## src/rtl/stopwatch_bcd_counter_cgrundey.sv

```systemverilog
// MM:SS stopwatch core: 1 Hz prescaler, button synchronisers with rising-edge
// detect, IDLE/RUN/PAUSE control and a cascaded four-digit BCD count.
// Optional feature macro: LAP_HOLD_EN (lap edge freezes the digit outputs
// while the live count keeps running; a second lap edge releases them).
module stopwatch_bcd_counter_cgrundey #(
  parameter int TICKS_PER_SEC = 50000000,
  parameter int TICK_W        = 26
) (
  input  logic       clk,
  input  logic       rst,
  input  logic       start_stop,
  input  logic       clear,
  input  logic       lap,
  output logic [3:0] sec_ones,
  output logic [3:0] sec_tens,
  output logic [3:0] min_ones,
  output logic [3:0] min_tens,
  output logic       running,
  output logic       sec_pulse
);

  typedef enum logic [1:0] {
    S_IDLE  = 2'd0,
    S_RUN   = 2'd1,
    S_PAUSE = 2'd2
  } state_t;

  localparam logic [TICK_W-1:0] TERM = TICK_W'(TICKS_PER_SEC - 1);

  // Button bits: [0] start_stop, [1] clear, [2] lap
  logic [2:0]        sync1_q, sync1_d;
  logic [2:0]        sync2_q, sync2_d;
  logic [2:0]        prev_q,  prev_d;
  logic [2:0]        btn_edge;

  state_t            state_q, state_d;
  logic [TICK_W-1:0] presc_q, presc_d;
  logic [15:0]       cnt_q,   cnt_d;     // {min_tens, min_ones, sec_tens, sec_ones}
  logic              pulse_q, pulse_d;

  logic              start_edge;
  logic              clr_edge;

  // One BCD digit step: returns {carry_out, next_digit}
  function automatic logic [4:0] dig_step(input logic [3:0] d,
                                          input logic [3:0] maxv,
                                          input logic       cin);
    logic [4:0] r;
    if (!cin)            r = {1'b0, d};
    else if (d >= maxv)  r = {1'b1, 4'd0};
    else                 r = {1'b0, d + 4'd1};
    return r;
  endfunction

  // Full MM:SS increment; 59:59 wraps to 00:00
  function automatic logic [15:0] bcd_inc(input logic [15:0] c);
    logic [4:0] s0, s1, s2;
    logic [3:0] mt;
    s0 = dig_step(c[3:0],  4'd9, 1'b1);
    s1 = dig_step(c[7:4],  4'd5, s0[4]);
    s2 = dig_step(c[11:8], 4'd9, s1[4]);
    if (!s2[4])               mt = c[15:12];
    else if (c[15:12] >= 4'd5) mt = 4'd0;
    else                      mt = c[15:12] + 4'd1;
    return {mt, s2[3:0], s1[3:0], s0[3:0]};
  endfunction

  assign btn_edge   = sync2_q & ~prev_q;
  assign start_edge = btn_edge[0];
  assign clr_edge   = btn_edge[1];

  // Synchroniser and previous-value chain for the three buttons
  always_comb begin
    sync1_d = {lap, clear, start_stop};
    sync2_d = sync1_q;
    prev_d  = sync2_q;
  end

  // Button pipeline registers
  always_ff @(posedge clk or posedge rst) begin
    if (rst) begin
      sync1_q <= '0;
      sync2_q <= '0;
      prev_q  <= '0;
    end else begin
      sync1_q <= sync1_d;
      sync2_q <= sync2_d;
      prev_q  <= prev_d;
    end
  end

  // Control FSM, prescaler and BCD count; clear overrides everything
  always_comb begin
    state_d = state_q;
    presc_d = presc_q;
    cnt_d   = cnt_q;
    pulse_d = 1'b0;
    if (clr_edge) begin
      state_d = S_IDLE;
      presc_d = '0;
      cnt_d   = '0;
    end else begin
      case (state_q)
        S_IDLE: begin
          presc_d = '0;
          cnt_d   = '0;
          if (start_edge) state_d = S_RUN;
        end
        S_RUN: begin
          // A start edge on the terminal cycle still takes the increment
          if (presc_q == TERM) begin
            presc_d = '0;
            cnt_d   = bcd_inc(cnt_q);
            pulse_d = 1'b1;
          end else begin
            presc_d = presc_q + TICK_W'(1);
          end
          if (start_edge) state_d = S_PAUSE;
        end
        S_PAUSE: begin
          // Prescaler holds so resuming keeps the sub-second phase
          if (start_edge) state_d = S_RUN;
        end
        default: state_d = S_IDLE;
      endcase
    end
  end

  // Control and count state registers
  always_ff @(posedge clk or posedge rst) begin
    if (rst) begin
      state_q <= S_IDLE;
      presc_q <= '0;
      cnt_q   <= '0;
      pulse_q <= 1'b0;
    end else begin
      state_q <= state_d;
      presc_q <= presc_d;
      cnt_q   <= cnt_d;
      pulse_q <= pulse_d;
    end
  end

  assign running   = (state_q == S_RUN);
  assign sec_pulse = pulse_q;

`ifdef LAP_HOLD_EN
  logic        hold_q, hold_d;
  logic [15:0] snap_q, snap_d;

  // Lap toggles the display hold, only while running
  always_comb begin
    hold_d = hold_q;
    snap_d = snap_q;
    if (clr_edge) begin
      hold_d = 1'b0;
    end else if (btn_edge[2] && (state_q == S_RUN)) begin
      if (!hold_q) begin
        hold_d = 1'b1;
        snap_d = cnt_q;
      end else begin
        hold_d = 1'b0;
      end
    end
  end

  // Hold flag and snapshot registers
  always_ff @(posedge clk or posedge rst) begin
    if (rst) begin
      hold_q <= 1'b0;
      snap_q <= '0;
    end else begin
      hold_q <= hold_d;
      snap_q <= snap_d;
    end
  end

  assign {min_tens, min_ones, sec_tens, sec_ones} = hold_q ? snap_q : cnt_q;
`else
  logic unused_lap_edge;
  assign unused_lap_edge = btn_edge[2];
  assign {min_tens, min_ones, sec_tens, sec_ones} = cnt_q;
`endif

endmodule

```

## config.mk

```make
export PLATFORM = sky130hd
export DESIGN_NAME = stopwatch_bcd_counter_cgrundey
export DESIGN_NICKNAME = d
export VERILOG_FILES = /design/src/rtl/stopwatch_bcd_counter_cgrundey.sv
export SDC_FILE = /design/constraint.sdc
export NUM_CORES = 1
export LEC_CHECK = 0
export ABC_AREA = 1
export CAP_MARGIN = 25
export CORE_UTILIZATION = 35
export CTS_CLUSTER_SIZE = 12
export DETAILED_ROUTE_END_ITERATION = 16
export SLEW_MARGIN = 20
export SYNTH_ARGS = -nofsm -noshare
export SYNTH_HDL_FRONTEND = slang
export SYNTH_SLANG_ARGS = --single-unit
```

## constraint.sdc

```tcl
create_clock -name clk -period 1.7 [get_ports clk]
set_input_delay 0.255 -clock clk [delete_from_list [all_inputs] [get_ports clk]]
set_output_delay 0.255 -clock clk [all_outputs]
set_load 0.01 [all_outputs]
```

==> Yosys cells after proc, flatten, opt, wreduce, memory -nomap -nowiden <==
Cells that the tools add are included.
{ "totals": {"ff_bits": 51, "inputBits": 5, "out_inout_bits": 18} }
{ "classes": {"addsub": 5, "n_lt_le_gt_ge": 4, "eq_ne": 9, "mux": 29, "bitwise": 2, "reduce_logical": 8} }
{ "op_table": {"columns": ["op", "count"], "rows": [
  ["$mux 5", 14],
  ["$mux 26", 2],
  ["$pmux 26 s2", 1],
  ["$mux 16", 2],
  ["$pmux 16 s2", 1],
  ["$add 26x1->26 const B", 1],
  ["$eq 26x26->1 const B", 1],
  ["$ne 3x1->1 const B", 6],
  ["$add 4x1->4 const B", 4],
  ["$reduce_and 3->1", 3],
  ["$ge 4x3->1 const B", 2],
  ["$ge 4x4->1 const B", 2],
  ["$mux 4", 2],
  ["$mux 2", 3],
  ["$pmux 2 s2", 1],
  ["$reduce_and 2->1", 2],
  ["$mux 1", 3],
  ["$reduce_bool 3->1", 1],
  ["$and 2x2->2", 1],
  ["$eq 2x1->1 const B", 1],
  ["$eq 2x2->1 const B", 1],
  ["$logic_not 2->1", 1],
  ["$not 2->2", 1],
  ["$reduce_or 2->1", 1]
]} }

==> Longest topological paths before layout <==
{ "depth": {"ltp_word": 17, "depth_mapped": 11} }

==> Worst setup path after synthesis <==
No wires, ideal clock.
{ "synth_path": {"path_kind": "reg2reg", "start": "register cnt_q[0]", "end": "register cnt_q[12]", "setup_time_ps": 117, "t_arrival_ps": 1460, "required_time_ps": 1583, "setup_slack_ps": 123, "path_stages_with_launch": 11, "synth_period_minus_slack_ps": 1577, "path_cell_list": "dfrtp_1 inv_1 ha_1 nand2_1 nand2_1 inv_1 nand2_1 o21ai_2 nand3_1 nand2_1 nand2_1"} }
{ "synth_via": {"elab_chain_len": 15} }
{ "synth_lines": {"columns": ["item", "line", "text"], "rows": [
  ["from (decl)", "38", "logic [15:0] cnt_q, cnt_d;"],
  ["from (signal assigned)", "139", "cnt_q <= cnt_d;"],
  ["$ge 4x4->1", "50", "else if (d >= maxv) r = {1'b1, 4'd0};"],
  ["$mux 5", "50", null],
  ["$mux 5", "111", "if (presc_q == TERM) begin"],
  ["$mux 5", "103", "case (state_q)"],
  ["$mux 5", "98", "if (clr_edge) begin"],
  ["$mux 5", "49", "if (!cin) r = {1'b0, d};"],
  ["$mux 5", "111", null],
  ["$mux 5", "103", null],
  ["$mux 5", "98", null],
  ["$mux 5", "49", null],
  ["$mux 5", "111", null],
  ["$mux 5", "103", null],
  ["$mux 5", "98", null],
  ["$ne 3x1->1 (no source line)", null, null],
  ["$reduce_and 3->1 (no source line)", null, null]
]} }
No other way between the ends. The select of a mux whose other input is x is not followed.
A chain may end at the register's enable or synchronous reset.

==> Worst setup path after layout <==
{ "layout_path": {"start": "register cnt_q[10]", "end": "output min_ones[2]"} }
{ "layout_lines": {"columns": ["item", "line", "text"], "rows": [
  ["to (decl)", "16", "output logic [3:0] min_ones,"]
]} }
No word-level cell between the ends.

==> metrics.md <==
| Metric | Value |
|---|---|
| Tmin final | approximately 1.6 ns |
| Ports | 23 |
| Final wirelength | 7.170 mm |
| Initial Util | 35.97% |
| Clock power share | about a third |
| Worst Path Max Fanout | 7 |
| Final cell count without fillers | between 500 and 600 |
| Pin count of the biggest net entering global routing | 24 |
| Die Ht | roughly 96 um |
| Synthesized cell area | 3122 um^2 |
| Hold buffers post-CTS | 0 |
| Overall routing resource usage | 15.89% |
| # nets final | between 400 and 500 |
| Hold Crit Class | in2async |
| CTS Buffer Depth | 2 |
| Setup WS post-layout | roughly 0.074 ns |
| Slew margin rel. | a little under three quarters |
| Synth Area in Adders | 5.210% |
| Seq cells post-synth | 51 |
| Combinational Power Share | a little over 20% |
| Post-Synthesis Cells | 423 |
| Warnings, synthesis | 0 |
| Top post-synthesis cells by area | dfrtp_1 (41%), nand2_1 (14%), nor2_1 (8.4%), inv_1 (6.1%), ha_1 (5.2%) |
| Cts bufs inserted | 5 |
| DR WL/cell | roughly 12 um |
| Top cell family by delay on the critical path | buffers and inverters |
| Via/cell ratio | a little under 5 |
| GRT overflow | 0 |
| Pwr per Cell Area | around 690 nW/um^2 |
| Drt pass-1 iters | 4 |
| Vias in the first global route | 2431 |
| Drc violations | 0 |
| Area growth from synthesis to layout | 24.69% |
| Hold Fails Final Rpt | 0 |
| Final Cycle Share | 95.65% |
| Ant. Diodes | 0 |
| Clock transition at path regs | ~0.10 ns |
| CTS tree | yes |
| Worst hold slack | approximately 0.25 ns |
| Synth Area in Compound Gates | 5.010% |
| Design Power | between 2 and 3 mW |
| Dpl hpwl | just over 5 mm |
| DR iter-0 viols | between 100 and 150 |
| Final instance area | just under 4000 um^2 |
| Core Util, Final | between 40% and 50% |
| Placed cells | 565 |
| Worst-margin pin slew | 0.4272 ns |
| Die area | between 9000 and 10000 um^2 |
| Dpl ws | between 0.005 and 0.006 ns |
| P_sw | 0.7811 mW |
| Dpl cell area | around 3600 um^2 |
| Critical path class | reg2out |
| Setup_tns | 0 ns |
| Num Clock Sinks | between 50 and 60 |
| Post-synthesis sequential area ratio | 40.88% |
| Fmax | 0.6150 GHz |
| Routed Antenna Nets | 0 |
| Synth Net Count | between 400 and 500 |
| Number of port buffers | 21 |
| Area share of xor/xnor cells in the synthesized design | 3.928% |
| Post-synth cell types | 27 |
| Leak | roughly 1.8 nW |
| Vias | ~2800 |
| Chip width | ~96 um |
| Critical path launch point type | register |
| Clk root buf | clkbuf_8 |
| CP Capture Type | output pin |
| Worst-skew pair later-pin latency | roughly 0.31 ns |
| Combinational family with the most area after synthesis | simple AND/OR/NAND/NOR gates |
| Status | complete, no violations |
| H-Tree Depth | 2 |
| Initial antenna violation count | 0 |
| Critical Path Slowest Stage Cell | clkdlybuf4s50_1 |
| Final setup violation count | 0 |
| Fraction of the mapped netlist area in simple logic gates | about 37% |
| WP buf/inv | 1 |
| Core Footprint | between 8000 and 9000 um^2 |
| Yosys top cell area share | 40.88% |
| Row cnt | 34 |
| Worst vdd ir | between 0.4 and 0.5 mV |
| Crit path DAT | around 1.4 ns |
| Max Slew Vio Count | 0 |
| Multiplexer share of the synthesized area | 0% |
| Cell accounting for the most synthesized area | dfrtp_1 |
| GPL Wtd Cong | just under 0.9 |
| Slowest stage delay, CP | just under 0.6 ns |
| Mean Syn Cell Area | approximately 7.4 um^2 |
| WP data required | between 1 and 1.5 ns |
| Max-cap violations | 0 |
| Final worst clock skew | approximately 0.013 ns |
| Reg power frac | 47.8% |
| Crit path cell chain | clkdlybuf4s50_1 |
| First-pass GRT wire length | approximately 11 mm |
| Sw Share | between 20 and 30% |
| Share of layout cells above drive strength 1 | roughly 17% |
| Internal power | 1.911 mW |
==> power groups by stage <==
stage                     clock network (mW)  registers (mW)  logic (mW)
after floorplan                            0            1.32       0.286
after CTS                              0.888            1.29       0.486
after global placement                     0            1.31       0.473
after detailed placement                   0            1.31       0.480
after global routing                   0.923            1.29       0.609
final                                  0.856            1.29       0.548
==> layout make-up <==
cell class | instances | area (um^2)
Fill cell | 893 | 4786
Sequential cell | 51 | 1279
Timing Repair Buffer | 45 | 442.9
Tap cell | 108 | 135.1
Multi-Input combinational cell | 314 | 1718
Inverter | 54 | 205.2
Clock inverter | 3 | 43.79
Clock buffer | 5 | 68.82
==> state kept, by name, indices dropped and copies added (netlist names) <==
signal	count
prev_d	2
sec_pulse	1
presc_q	26
sync1_q	2
state_q	2
prev_q	2
cnt_q	16
==> cell usage after synthesis (all sizes together) <==
library cell,instances
xnor2,2
and2,1
nand4,21
o21bai,1
inv,54
dfrtp,51
xor2,12
nor2,74
o21ai,18
nor3,12
a21oi,5
o31ai,1
buf,6
nand2,124
ha,13
or2,2
nand3,26
==> worst paths after layout <==
kind                             from  slack, ns  depth (start not counted)          end
setup / recovery            cnt_q[10]       0.07                          1  min_ones[2]
hold / removal                    rst       0.25                          2     cnt_q[3]
setup reg to reg           presc_q[1]       0.11                         10    cnt_q[15]
hold reg to reg            sync1_q[1]       0.36                          0    prev_d[1]
max in group asynchronous         rst       1.00                          3   presc_q[7]
min in group clk           sync1_q[1]       0.36                          0    prev_d[1]
==> routing by layer <==
| metal | vias to the layer above | track usage [%] | part of all wire (%) |
|---|---|---|---|
| li1 | 1433 | - | - |
| met2 | 48 | 23.06 | 45 |
| met3 | 7 | 3.208 | 3.2 |
| met1 | 1326 | 23.60 | 51 |
| met5 | - | 0 | 0 |
| met4 | 0 | 4.902 | 0.85 |
==> worst reg2reg max path: cells and delay by family (launching register included) <==
| family | cells | cell delay (ns) |
|---|---|---|
| fa+ha+maj | 1 | 0.17 |
| flops | 1 | 0.43 |
| buf+inv | 2 | 0.23 |
| simple gates | 7 | 0.70 |
==> kinds of logic after synthesis <==
group,count (synthesis)
AO/OA/AOI/OAI,25
XOR/XNOR,14
adder cells (fa/ha/maj),13
buffers and inverters,60
flip-flops,51
AND/OR/NAND/NOR,260
==> repair_timing <==
item | in CTS | in global routing
pin swaps | 0 | 6
cloned | 0 | 2
endpoints found under the setup margin | 5 | 37
resized for setup | 2 | 32
setup buffers | 0 | 5
==> cell usage in the layout (no fill, tap or decap), drive strengths merged <==
cell type and count:
dlygate4sd2 1, nand4 21, o21ai 18, ha 13, buf 24, nand2 126
bufinv 1, a21oi 5, clkbuf 5, nor2 74, inv 54, nor3 12
o31ai 1, o21bai 1, clkinv 2, xor2 12, xnor2 2, nand3 26
or2 2, dfrtp 51, and2 1, clkdlybuf4s50 20
Note: power is estimated with default switching activity, not from simulation.
